File: src/rtl/int_ctrl8_pkg.sv
// intc_pkg: shared constants and types for the int_ctrl8 interrupt controller.
//   NUM_SRC  number of interrupt sources
//   VEC_W    width of a source index
//   TO_W     width of the ack-timeout counter
//   state_e  handshake state (IDLE / REQ / SERVICE)
package intc_pkg;

  localparam int NUM_SRC = 8;
  localparam int VEC_W   = 3;
  localparam int TO_W    = 8;

  typedef enum logic [1:0] {
    IDLE    = 2'd0,
    REQ     = 2'd1,
    SERVICE = 2'd2
  } state_e;

  // One-hot decode of a source index.
  function automatic logic [NUM_SRC-1:0] vec2onehot(input logic [VEC_W-1:0] v);
    return NUM_SRC'(1) << v;
  endfunction

endpackage

File: src/rtl/int_ctrl8_prio_enc8.sv
// prio_enc8: combinational 8-to-3 priority encoder, highest set index wins.
//   req_i    active-high request vector
//   idx_o    index of the highest set bit (0 when none set)
//   valid_o  at least one request bit is set
module prio_enc8
  import intc_pkg::*;
(
  input  logic [NUM_SRC-1:0] req_i,
  output logic [VEC_W-1:0]   idx_o,
  output logic               valid_o
);

  always_comb begin
    idx_o   = '0;
    valid_o = |req_i;
    // Ascending scan: the last hit is the highest index.
    for (int i = 0; i < NUM_SRC; i++) begin
      if (req_i[i]) begin
        idx_o = VEC_W'(i);
      end
    end
  end

endmodule

File: src/rtl/int_ctrl8.sv
// int_ctrl8: 8-source interrupt controller with irq/ack/eoi handshake.
//   clk          system clock, rising edge
//   rst          asynchronous active-high reset
//   int_n        interrupt sources, active low, asynchronous to clk
//   mask_we      load mask register from mask_wdata
//   mask_wdata   new mask, 1 = source masked
//   ack          core accepts the presented vector (pulse)
//   eoi          core finished service (pulse)
//   irq          interrupt request to the core
//   vector       index of requested / in-service source
//   mask         current mask register
//   pending      pending register
//   in_service   one-hot in-service source, 0 when idle
//   ack_timeout  one-cycle pulse when a request is aborted for lack of ack
module int_ctrl8
  import intc_pkg::*;
#(
  parameter bit          EDGE_TRIG   = 1'b1,
  parameter int unsigned ACK_TIMEOUT = 255
) (
  input  logic               clk,
  input  logic               rst,
  input  logic [NUM_SRC-1:0] int_n,
  input  logic               mask_we,
  input  logic [NUM_SRC-1:0] mask_wdata,
  input  logic               ack,
  input  logic               eoi,
  output logic               irq,
  output logic [VEC_W-1:0]   vector,
  output logic [NUM_SRC-1:0] mask,
  output logic [NUM_SRC-1:0] pending,
  output logic [NUM_SRC-1:0] in_service,
  output logic               ack_timeout
);

  localparam bit            TO_EN   = (ACK_TIMEOUT != 0);
  localparam logic [TO_W-1:0] TO_LAST = TO_W'(ACK_TIMEOUT - 1);

  logic [NUM_SRC-1:0] s1_q, s2_q, p_q;
  logic [NUM_SRC-1:0] pend_q, pend_d;
  logic [NUM_SRC-1:0] mask_q, mask_d;
  logic [NUM_SRC-1:0] insvc_q, insvc_d;
  logic [VEC_W-1:0]   vec_q, vec_d;
  logic [TO_W-1:0]    cnt_q, cnt_d;
  logic               ato_q, ato_d;
  state_e             state_q, state_d;

  logic [NUM_SRC-1:0] eligible;
  logic [VEC_W-1:0]   enc_idx;
  logic               enc_valid;
  logic               grant;
  logic [NUM_SRC-1:0] grant_clr;

  // Two-flop synchroniser plus one more stage kept as the previous sample,
  // so a falling edge is seen as p=1, s2=0. Idle level of int_n is high.
  always_ff @(posedge clk or posedge rst) begin
    if (rst) begin
      s1_q <= '1;
      s2_q <= '1;
      p_q  <= '1;
    end else begin
      s1_q <= int_n;
      s2_q <= s1_q;
      p_q  <= s2_q;
    end
  end

  assign eligible = pend_q & ~mask_q;

  prio_enc8 u_prio_enc8 (
    .req_i   (eligible),
    .idx_o   (enc_idx),
    .valid_o (enc_valid)
  );

  assign grant_clr = grant ? vec2onehot(vec_q) : '0;

  // Edge mode: a new edge on the same cycle as the grant re-arms the bit.
  always_comb begin
    pend_d = EDGE_TRIG ? ((pend_q & ~grant_clr) | (p_q & ~s2_q)) : ~s2_q;
    mask_d = mask_we ? mask_wdata : mask_q;
  end

  always_comb begin
    state_d = state_q;
    vec_d   = vec_q;
    cnt_d   = cnt_q;
    insvc_d = insvc_q;
    ato_d   = 1'b0;
    grant   = 1'b0;
    unique case (state_q)
      IDLE: begin
        if (enc_valid) begin
          state_d = REQ;
          vec_d   = enc_idx;
          cnt_d   = '0;
        end
      end
      REQ: begin
        if (ack) begin
          // The vector on the bus during the ack cycle is the one granted.
          grant   = 1'b1;
          insvc_d = vec2onehot(vec_q);
          state_d = SERVICE;
        end else begin
          // Track late higher-priority arrivals until the core accepts.
          if (enc_valid) begin
            vec_d = enc_idx;
          end
          if (!enc_valid) begin
            state_d = IDLE;
          end else if (TO_EN && (cnt_q == TO_LAST)) begin
            state_d = IDLE;
            ato_d   = 1'b1;
          end else begin
            cnt_d = cnt_q + 1'b1;
          end
        end
      end
      SERVICE: begin
        if (eoi) begin
          insvc_d = '0;
          state_d = IDLE;
        end
      end
      default: begin
        state_d = IDLE;
      end
    endcase
  end

  always_ff @(posedge clk or posedge rst) begin
    if (rst) begin
      pend_q  <= '0;
      mask_q  <= '1;
      insvc_q <= '0;
      vec_q   <= '0;
      cnt_q   <= '0;
      ato_q   <= 1'b0;
      state_q <= IDLE;
    end else begin
      pend_q  <= pend_d;
      mask_q  <= mask_d;
      insvc_q <= insvc_d;
      vec_q   <= vec_d;
      cnt_q   <= cnt_d;
      ato_q   <= ato_d;
      state_q <= state_d;
    end
  end

  assign irq         = (state_q == REQ);
  assign vector      = vec_q;
  assign mask        = mask_q;
  assign pending     = pend_q;
  assign in_service  = insvc_q;
  assign ack_timeout = ato_q;

endmodule
File: config.mk
export PLATFORM = sky130hd
export DESIGN_NAME = int_ctrl8
export DESIGN_NICKNAME = d
export VERILOG_FILES = /design/src/rtl/int_ctrl8_pkg.sv /design/src/rtl/int_ctrl8_prio_enc8.sv /design/src/rtl/int_ctrl8.sv
export SDC_FILE = /design/constraint.sdc
export NUM_CORES = 1
export LEC_CHECK = 0
export BUFFER_PORTS_ARGS = -buffer_cell sky130_fd_sc_hd__buf_2
export CORE_MARGIN = 3
export CORE_UTILIZATION = 48
export CTS_CLUSTER_DIAMETER = 50
export DETAILED_ROUTE_END_ITERATION = 8
export HOLD_SLACK_MARGIN = 0.12
export PLACE_DENSITY = 0.72
export SLEW_MARGIN = 0
export SYNTH_ARGS = -nofsm -noshare
export SYNTH_HDL_FRONTEND = slang
export SYNTH_HIERARCHICAL = 1
export SYNTH_SLANG_ARGS = --single-unit
File: constraint.sdc
create_clock -name clk -period 1.6 [get_ports clk]
set_input_delay 0.16 -clock clk [delete_from_list [all_inputs] [get_ports clk]]
set_output_delay 0.16 -clock clk [all_outputs]
set_load 0.01 [all_outputs]
==> results.yml <==
clocking:
  clock_sinks: 62
  numCtsBuffers: 9
  cts.path.max_buffers: 2
  clockRootBuffer: "clkbuf_8"
  htreeDepth: 3
  clk_pin_slew_ns: 0.07
  clk_latency_ns: 0.34
  cts_tree: "yes"
worst_setup_path:
  worstPathMaxFanout: 7
  arrival_ns: 1.94
  setup.worst_path.class: "reg2reg"
  end_kind: "flop"
  cp-start-kind: "flop"
  required_ns: 1.82
synth:
  syn-num-nets: 212
  ys_types: 41
  synthesis.area_sq_um: 2400
  synth_top_area_share_pct: 35.04
  yosysMostFrequentCell: "dfstp_2"
  synth_cells: 189
  synth_area_per_cell_sq_um: 12.70
  synth_seq_cells: 62
  yosysWarnings: 6
  synth_area_leaders: "dfstp_2 (35%), dfrtp_1 (31%), mux2_2 (5.6%)"
  synth_common_cells: "dfstp_2 (32), dfrtp_1 (30), nand2_1 (27), inv_1 (13), mux2_2 (12)"
  ys.flop_type: "dfstp_2"
  synth-edff-count: 0
  synth-seq-area-share_pct: 66.32
  yosysTopAreaCell: "dfstp_2"
  ys_async_sr_fraction_pct: 100.0
power_and_ir_drop:
  power_density_nw_per_um2: 1421
  leakagePower_nw: 1.666
  totalPowerFinal_w: 0.004965
  ir_worst_vdd_mv: 1.063
route:
  route.detailed.drc: 0
  wl_microns: 5197
  routed-via-count: 1795
  viasPerCell: 4.825
  drt_pre_antenna_iters: 4
  postRouteAntennaNets: 0
  initialDrtViolationCount: 63
  detail_route.wl_per_cell_microns: 13.97
global_routing:
  grt_pass1_vias: 1878
  grt_max_degree: 63
  track_usage_pct: 19.40
  antenna_found_initial: 0
  grt_first_pass_wirelength_microns: 8666
  overflow: 0
sta:
  drv_slew: 0
  fin_skew_ns: 0.01043
  tns_ns: -0.6324
  layout_min_cycle_time_ns: 1.718
  timing.fmax_mhz: 582.1
  fin_crit_sh_pct: 107.4
  worstMarginPinSlew_ns: 0.3110
  finalSetupViolations: 10
  layout_setup_ws_ns: -0.1178
  slew_headroom_pct: 79.27
  rsz0062_at_grt: "yes"
  timing.hold.ws_ns: 0.1294
  hold_viol_final: 0
placement:
  gp_congestion: 0.7903
  place_ws_ns: -0.1464
  dp_hpwl_microns: 3376
  io_buffer_count: 49
cells_and_area:
  regArea_sq_um: 1592
  area_delta_synth_final_pct: 45.57
  layout-drive-gt1-share_pct: 55.74
  multiInputGateArea_sq_um: 858.3
  fin_nets: 323
  fillerInstances: 317
  n_antenna_cell: 0
die:
  fp.dieH_microns: 76.71
  die_w_microns: 76.71
  ios: 50
  core-area_sq_um: 4786
  start_util_pct: 50.14
  dieArea_sq_um: 5884
  std_cell_rows: 25
outcome:
  status: "finished, violations left"
  violations: "negative setup slack"
run:
  maxCapViolCount: 0
worst_hold_path:
  holdCritPathClass: "in2reg"
-- metal layers --
| metal | part of all wire, % | wire length [microns] | global-route usage, % |
|---|---|---|---|
| met1 | 43 | 2245 | 22.59 |
| met2 | 50 | 2616 | 32.06 |
| met3 | 4.6 | 241 | 7.864 |
| met4 | 1.8 | 94 | 7.428 |
| met5 | 0 | 0 | 0 |
-- power breakdown --
part | total [W] | leakage, nW | switching (W) | internal [W]
clock | 0.00141 | 0.0992 | 0.000604 | 0.000809
combinational | 0.00151 | 0.868 | 0.000673 | 0.000835
sequential | 0.00204 | 0.698 | 0.000204 | 0.00184
-- sequential cells by signal, indices dropped and copies added (netlist names), 2 cells and up --
| name | count |
|---|---|
| in_service | 8 |
| vector | 3 |
| mask | 8 |
| s2_q | 8 |
| s1_q | 8 |
| pending | 8 |
| state_q | 2 |
| p_q | 8 |
| cnt_q | 8 |
-- kinds of logic (layout without fill, tap and decap cells) --
| family | count (synthesis) | after routing | share of synthesized area (%) |
|---|---|---|---|
| buf+inv | 15 | 131 | 2.346 |
| xor+xnor | 2 | 2 | 0.7301 |
| compound gates | 24 | 24 | 8.238 |
| flops | 62 | 62 | 66.32 |
| simple gates | 71 | 71 | 15.28 |
| fa+ha+maj | 2 | 2 | 1.043 |
| mux | 13 | 13 | 6.048 |
-- cell type report --
type,count,area share (%)
flip-flops and latches,62,45.56
multi-input cells,112,24.57
repair buffers,101,19.88
clock buffers,12,4.441
well taps,67,2.400
inverters,14,1.612
clock inverters,4,1.540
-- stage by stage --
step | instance area [sq um] | util (%) | cells
floorplan | 2442 | - | 189
global placement | 3005 | 62.80 | 334
detailed placement | 3005 | 62.80 | 334
CTS | 3440 | 71.87 | 370
global route | 3493 | 72.99 | 372
finish | 3493 | 72.99 | 372
-- final timing paths --
path	from	endpoint	slack (ns)	cells past startpoint
setup / recovery	mask[4]$_DFFE_PP1P_	cnt_q[0]$_DFFE_PP0P_	-0.12	6
hold / removal	eoi	state_q[1]$_DFFE_PP0P_	0.13	3
setup reg to reg	mask[4]$_DFFE_PP1P_	cnt_q[0]$_DFFE_PP0P_	-0.12	6
hold reg to reg	s1_q[4]$_DFF_PP1_	s2_q[4]$_DFF_PP1_	0.35	0
max in group asynchronous	rst	p_q[7]$_DFF_PP1_	0.85	4
min in group asynchronous	rst	in_service[4]$_DFFE_PP0P_	0.43	4
-- worst max-delay path, cell delays in order (launching register included) --
cell	delay (ns)
dfstp_2	0.55
nor2b_4	0.04
nor2_2	0.12
nand4_1	0.15
and4bb_4	0.26
a21boi_4	0.15
mux2_4	0.31
-- cell usage in the layout, fill, tap and decap left out, drive strengths merged, types with 2 or more instances in the layout --
master       instances
a22o                 9
nand2b               2
mux2                12
o2111ai              2
clkinvlp             3
and3                 2
nand2               27
nor2                11
dfstp               32
and2                 2
dlygate4sd3         17
clkbuf              12
a21oi                5
or3                  2
inv                 14
nand4                2
ha                   2
nor2b               11
o31ai                3
nand3                3
buf                 84
dfrtp               30
nor3                 3
-- what timing repair did --
action	in CTS	in global routing
cloned	0	0
pin swaps	3	4
gates resized for setup	9	10
buffers inserted	3	2
endpoints found under the hold margin	46	0
hold buffers	17	0
setup endpoints to repair	9	13
Power figures use the tool's default switching activity.
